## src/rtl/seq_alu.sv

```systemverilog
// rtl/seq_alu.sv - multi-cycle WIDTH-bit ALU with START/BUSY/DONE handshake
// Shift-add multiply and bit-serial shifts; outputs change only on the DONE edge.
module seq_alu #(
  parameter int WIDTH = 8,
  parameter int CNTW  = $clog2(WIDTH) + 1
) (
  input  logic             CLK,
  input  logic             RESET,
  input  logic             START,
  input  logic [2:0]       SELECT,
  input  logic [WIDTH-1:0] DATA1,
  input  logic [WIDTH-1:0] DATA2,
  output logic             BUSY,
  output logic             DONE,
  output logic [WIDTH-1:0] RESULT,
  output logic [WIDTH-1:0] RESULT_HI,
  output logic             ZERO,
  output logic             CARRY
);

  localparam logic [0:0] S_IDLE = 1'b0;
  localparam logic [0:0] S_RUN  = 1'b1;

  localparam logic [2:0] OP_FWD = 3'b000;
  localparam logic [2:0] OP_ADD = 3'b001;
  localparam logic [2:0] OP_AND = 3'b010;
  localparam logic [2:0] OP_OR  = 3'b011;
  localparam logic [2:0] OP_SUB = 3'b100;
  localparam logic [2:0] OP_MUL = 3'b101;
  localparam logic [2:0] OP_SLL = 3'b110;
  localparam logic [2:0] OP_SRA = 3'b111;

  localparam logic [WIDTH-1:0] W_LIM   = WIDTH'(WIDTH);
  localparam logic [CNTW-1:0]  CNT_ONE = CNTW'(1);
  localparam logic [CNTW-1:0]  CNT_MUL = CNTW'(WIDTH);

  logic [0:0]       state;
  logic [2:0]       op_q;
  logic [WIDTH-1:0] a_q, b_q, w_q, hi_q;
  logic             shift_en;
  logic [CNTW-1:0]  cnt_q;

  logic [WIDTH:0]   mul_sum, add_sum;
  logic [WIDTH-1:0] w_next, hi_next, fin_lo, fin_hi;
  logic             fin_carry;

  assign BUSY = (state == S_RUN);

  // w_q holds the multiplier (MUL) or the working shift value (SLL/SRA)
  always_comb begin
    mul_sum   = {1'b0, hi_q} + (w_q[0] ? {1'b0, a_q} : '0);
    add_sum   = {1'b0, a_q} + {1'b0, b_q};
    w_next    = w_q;
    hi_next   = hi_q;
    fin_hi    = '0;
    fin_carry = 1'b0;
    case (op_q)
      OP_MUL: begin
        hi_next = mul_sum[WIDTH:1];
        w_next  = {mul_sum[0], w_q[WIDTH-1:1]};
      end
      OP_SLL:  if (shift_en) w_next = {w_q[WIDTH-2:0], 1'b0};
      OP_SRA:  if (shift_en) w_next = {w_q[WIDTH-1], w_q[WIDTH-1:1]};
      default: ;
    endcase
    case (op_q)
      OP_FWD: fin_lo = b_q;
      OP_ADD: begin
        fin_lo    = add_sum[WIDTH-1:0];
        fin_carry = add_sum[WIDTH];
      end
      OP_AND: fin_lo = a_q & b_q;
      OP_OR:  fin_lo = a_q | b_q;
      OP_SUB: begin
        fin_lo    = a_q - b_q;
        fin_carry = (a_q < b_q);
      end
      OP_MUL: begin
        fin_lo = w_next;
        fin_hi = hi_next;
      end
      default: fin_lo = w_next;
    endcase
  end

  always_ff @(posedge CLK) begin
    if (RESET) begin
      state     <= S_IDLE;
      DONE      <= 1'b0;
      RESULT    <= '0;
      RESULT_HI <= '0;
      ZERO      <= 1'b1;
      CARRY     <= 1'b0;
      op_q      <= OP_FWD;
      a_q       <= '0;
      b_q       <= '0;
      w_q       <= '0;
      hi_q      <= '0;
      shift_en  <= 1'b0;
      cnt_q     <= '0;
    end else begin
      DONE <= 1'b0;
      case (state)
        S_IDLE: begin
          if (START) begin
            state    <= S_RUN;
            op_q     <= SELECT;
            a_q      <= DATA1;
            b_q      <= DATA2;
            hi_q     <= '0;
            w_q      <= DATA1;
            shift_en <= 1'b0;
            cnt_q    <= CNT_ONE;
            case (SELECT)
              OP_MUL: begin
                w_q   <= DATA2;
                cnt_q <= CNT_MUL;
              end
              OP_SLL, OP_SRA: begin
                // out-of-range amounts resolve to the saturated value in one cycle
                if (DATA2 >= W_LIM) begin
                  w_q <= (SELECT == OP_SRA) ? {WIDTH{DATA1[WIDTH-1]}} : '0;
                end else if (DATA2 != '0) begin
                  shift_en <= 1'b1;
                  cnt_q    <= DATA2[CNTW-1:0];
                end
              end
              default: ;
            endcase
          end
        end
        S_RUN: begin
          cnt_q <= cnt_q - CNT_ONE;
          w_q   <= w_next;
          hi_q  <= hi_next;
          if (cnt_q == CNT_ONE) begin
            state     <= S_IDLE;
            DONE      <= 1'b1;
            RESULT    <= fin_lo;
            RESULT_HI <= fin_hi;
            ZERO      <= (fin_lo == '0);
            CARRY     <= fin_carry;
          end
        end
        default: state <= S_IDLE;
      endcase
    end
  end

endmodule
```

## config.mk

```make
export PLATFORM = sky130hd
export DESIGN_NAME = seq_alu
export DESIGN_NICKNAME = d
export VERILOG_FILES = /design/src/rtl/seq_alu.sv
export SDC_FILE = /design/constraint.sdc
export NUM_CORES = 1
export LEC_CHECK = 0
export ABC_AREA = 1
export BUFFER_PORTS_ARGS = -buffer_cell sky130_fd_sc_hd__buf_2
export CAP_MARGIN = 30
export CORE_ASPECT_RATIO = 0.9
export CORE_MARGIN = 5
export CORE_UTILIZATION = 50
export DETAILED_ROUTE_END_ITERATION = 12
export PLACE_DENSITY = 0.72
export SLEW_MARGIN = 20
export SYNTH_ARGS = -nofsm -noshare
export SYNTH_HDL_FRONTEND = slang
export SYNTH_SLANG_ARGS = --single-unit
```

## constraint.sdc

```tcl
create_clock -name CLK -period 1.8 [get_ports CLK]
set_input_delay 0.27 -clock CLK [delete_from_list [all_inputs] [get_ports CLK]]
set_output_delay 0.27 -clock CLK [all_outputs]
set_load 0.005 [all_outputs]
```

; Word level (Yosys, flattened, before mapping)
; Cells that the tools add are included.
[word_totals]
register_bits = 60
out_inout_bits = 20
[classes]
add_sub_neg = 4
order_cmp = 2
eq_ne = 12
n_mux = 27
n_bitwise = 3
n_reduce_logical = 7
[op_table]
columns = cell, n
row1 = 2-to-1 mux 8 bit, 8
row2 = one-hot mux 8 bit (2 select lines), 3
row3 = one-hot mux 8 bit (5 select lines), 1
row4 = one-hot mux 8 bit (3 select lines), 1
row5 = "== test 3 bit, second input constant", 7
row6 = adder 8 x 8 -> 9 bit, 2
row7 = one-hot mux 4 bit (2 select lines), 2
row8 = 2-to-1 mux 4 bit, 3
row9 = bitwise AND 8 bit, 1
row10 = ">= comparator 8 x 4 -> 1 bit, second input constant", 1
row11 = logical NOT 8 bit, 1
row12 = < comparator 8 bit, 1
row13 = bitwise OR 8 bit, 1
row14 = nonzero test 8 bit, 1
row15 = subtractor 8 bit, 1
row16 = 2-to-1 mux 7 bit, 1
row17 = "== test 3 x 2 -> 1 bit, second input constant", 2
row18 = 2-to-1 mux 1 bit, 6
row19 = "== test 4 x 1 -> 1 bit, second input constant", 1
row20 = one-hot mux 1 bit (2 select lines), 2
row21 = AND reduction 2 bit, 2
row22 = OR reduction 2 bit, 2
row23 = "subtractor 4 x 1 -> 4 bit, second input constant", 1
row24 = "== test 3 x 1 -> 1 bit, second input constant", 1
row25 = other kinds (3), 3

; Depth between registers and ports, before layout
[depth]
depth_word = 6
mapped_depth = 17
ltp_nobuf = 17

; Least setup slack after synthesis
; Ideal clock, no wire load.
[synth_path]
path_kind = reg2reg
start = reg w_q[0]
end = reg hi_q[3]
setup_time_ns = 0.132
t_arrival_ns = 1.785
required_ns = 1.668
slack_ns = -0.117
stages_incl_launch_ff = 10
path_cell_list = dfxtp_1 clkbuf_1 nand2_1 inv_1 ha_1 fa_1 a31o_2 or2_2 nand4_1 a21oi_1
[synth_between]
elab_chain_len = 4
[synth_lines]
columns = item, line_no
row1 = from (decl), 39  ; logic [WIDTH-1:0] a_q, b_q, w_q, hi_q;
row2 = from (signal assigned), 122  ; w_q <= (SELECT == OP_SRA) ? {WIDTH{DATA1[WIDTH-1]}} : '0;
row3 = from (signal assigned), 134  ; w_q <= w_next;
row4 = 2-to-1 mux 8 bit, 51  ; mul_sum = {1'b0, hi_q} + (w_q[0] ? {1'b0, a_q} : '0);
row5 = adder 8 x 8 -> 9 bit, 51
row6 = 2-to-1 mux 8 bit, 57  ; case (op_q)
row7 = one-hot mux 8 bit (2 select lines), 103  ; case (state)
row8 = to (signal assigned), 135  ; hi_q <= hi_next;
row9 = to (decl), 39
; Every way passes these cells.
; A chain may end at the register's enable or synchronous reset.

; Worst setup path in the final report
[layout_path]
start = reg a_q[0]
end = reg hi_q[5]
[layout_between]
elab_chain_len = 4
[layout_lines]
columns = item, line_no
row1 = from (decl), 39
row2 = from (signal assigned), 95  ; a_q <= '0;
row3 = from (signal assigned), 108  ; a_q <= DATA1;
row4 = 2-to-1 mux 8 bit, 51
row5 = adder 8 x 8 -> 9 bit, 51
row6 = 2-to-1 mux 8 bit, 57
row7 = one-hot mux 8 bit (2 select lines), 103
; Every way passes these cells.

==> flow_summary.json <==
{
  "setup_viol": 12,
  "most-common-layout-cells": "nand2_1 (143), buf_4 (93), inv_1 (70)",
  "synth_area_leaders": "dfxtp_1 (28%), nand2_1 (14%), ha_1 (10%)",
  "synth.distinct_cells": 42,
  "port_buffers": 41,
  "drtAntennaViolNets": 0,
  "grtUsageTotal": 0.273,
  "path_clk_slew_ns": 0.08,
  "layout.nets": 854,
  "relSlewSlack": 0.582,
  "violations": "negative setup slack",
  "irDropWorstVdd_mv": 0.464,
  "instances_no_fill": 918,
  "fp.coreArea_mm2": 0.00849,
  "synthMuxAreaShare": 0,
  "clkSinkCount": 60,
  "cp-start-kind": "register",
  "dieArea_mm2": 0.0106,
  "rows": 32,
  "whs_endpoint": "op_q[1]",
  "hpwl_um": 11100,
  "wl_met2_um": 7030,
  "netlist_instances": 661,
  "cts.path.max_buffers": 2,
  "p_per_area_mw_per_mm2": 687,
  "root_buffer": "clkbuf_8",
  "start_util": 0.507,
  "ys_seq_area_frac": 0.279,
  "final_common_cell": "nand2_1",
  "synth_ff_type": "dfxtp_1",
  "vias": 5068,
  "die_w_um": 108,
  "htree_num_levels": 3,
  "fin_crit_ns": 2.08,
  "synth_top_area_share": 0.279,
  "grt_max_degree": 24,
  "async_flop_share": 0,
  "avgRoutedWirePerCell_um": 16.5,
  "ys_warn_count": 0,
  "synth_top_family_by_area": "simple AND/OR/NAND/NOR gates",
  "synth_edf_count": 0,
  "worstSkewPairLatency_ns": 0.36,
  "syn_nets": 721,
  "io_pins": 42,
  "hold_viol": 0,
  "holdPathStages": 3,
  "wl_met1_um": 6460,
  "viasPerCell": 5.52,
  "tightest_slew_ns": 0.626,
  "wl_met3_um": 1310,
  "netlist_area_mm2": 0.00430,
  "antenna_found_initial": 0,
  "worstHoldStart": "SELECT[1]",
  "critical_path_class": "register to register",
  "drv_cap": 0,
  "fin_crit_sh": 1.15,
  "crit_path_max_fanout": 3,
  "drt_iter0_drc": 537,
  "grt_pass1_vias": 4720,
  "rrSetupSlack_ns": -0.28,
  "synth_compound_area_frac": 0.184,
  "synthSimpleGateAreaFrac": 0.301,
  "antennaDiodeCount": 0,
  "design_area_mm2": 0.00601,
  "area_growth_pct": 39.8,
  "yosysTopAreaCell": "dfxtp_1",
  "drive_gt1_frac": 0.340,
  "fin_util": 0.708,
  "dp.cells": 894,
  "cts_tree": "built",
  "grt_setup_unrepaired": "true",
  "crit_required_ns": 2.04,
  "slew_viol_final": 0,
  "grt_pass1_wl_um": 23000,
  "reg2reg_to": "hi_q[5]",
  "hold_buffers": 0,
  "cts_made_buffers": 9,
  "cp.arrival_ns": 2.32,
  "placed_cell_area_mm2": 0.00528,
  "dr.pass1.iters": 5,
  "syn_avg_cell_area_um2": 6.51,
  "synth_adder_area_share": 0.116,
  "finalWirelength_um": 15100,
  "top_layer_used": "met4",
  "gp_congestion": 0.995,
  "drcViolationCount": 0,
  "skew_ns": 0.0130,
  "die_h_um": 98.0,
  "fin_ws_ns": -0.279,
  "leakage_nw": 2.90,
  "hold_class": "primary input to register",
  "power_mw": 4.13,
  "fin_setup_tns_ns": -1.35,
  "overflow": 0,
  "r2r_start": "a_q[0]",
  "fmax_mhz": 481,
  "critPathCaptureType": "register",
  "reg2reg_depth": 11,
  "yosys_register_bits": 60,
  "synth-xor-area-share": 0.0122,
  "status": "complete, but fails checks"
}
==> stage by stage <==
stage	hold WS, ns	setup WS (ns)
floorplan	0.414	-0.00384
global placement	0.435	-0.188
detailed placement	0.435	-0.205
CTS	0.178	-0.120
global route	0.197	-0.311
finish	0.181	-0.279
==> routing by layer <==
metal / vias to the layer above / global-route usage
met4: 0 / 0.0806
met1: 2326 / 0.372
li1: 2444 / -
met3: 36 / 0.0687
met2: 262 / 0.426
met5: - / 0
==> synth_stat cells (all sizes together), types with 7 or more instances <==
library cell    n
nand2         161
inv            92
nand3          67
a21oi          66
dfxtp          60
nor2           54
o21ai          40
ha             35
buf            13
nand4          11
clkbuf          9
o22ai           7
==> power by group <==
group          switching [mW]  internal, mW
clock network           0.586         0.817
logic                   0.726         0.546
registers              0.0624          1.39
total                    1.37          2.76
==> timing repair <==
item                       in CTS  in global routing
resized for setup              30                 92
pin swaps                       9                 32
setup endpoints to repair      20                 23
setup buffers                   0                  8
==> registers in the layout, indices dropped and copies added (netlist names) <==
signal / count
BUSY: 1
CARRY: 1
DONE: 1
RESULT: 8
RESULT_HI: 8
ZERO: 1
a_q: 8
b_q: 8
cnt_q: 4
hi_q: 8
op_q: 3
shift_en: 1
w_q: 8
==> worst max-delay path, stage by stage, from the launching register on <==
cell      delay [ns]
dfxtp_4         0.37
buf_6           0.11
nand2_2         0.06
inv_2           0.04
ha_4            0.16
fa_2            0.39
nand4_1         0.11
nand3_2         0.14
xnor2_2         0.26
nand2_1         0.10
o211ai_1        0.12
a21oi_1         0.10
==> how the worst max path moves through the flow <==
stage,endpoint,from,slack [ns]
after floorplan,hi_q[3],w_q[0],-0.004
after global placement,ZERO,a_q[0],-0.19
after detailed placement,ZERO,a_q[0],-0.21
after CTS,ZERO,a_q[0],-0.12
after global routing,hi_q[5],a_q[0],-0.31
final,hi_q[5],a_q[0],-0.28
==> final cells by class <==
type	instances	area [um2]
Clock buffer	12	145
Sequential cell	60	1220
Multi-Input combinational cell	485	3040
Inverter	94	359
Fill cell	690	2480
Timing Repair Buffer	144	1020
Tap cell	119	149
Clock inverter	4	72.6
==> kinds of logic (layout without fill, tap and decap cells) <==
| group | Yosys count | after routing |
|---|---|---|
| xor+xnor | 6 | 6 |
| flops | 60 | 60 |
| fa+ha+maj | 38 | 38 |
| buf+inv | 116 | 254 |
| simple gates | 301 | 301 |
| compound gates | 140 | 140 |
No activity file was read; power rests on OpenSTA's default activity.
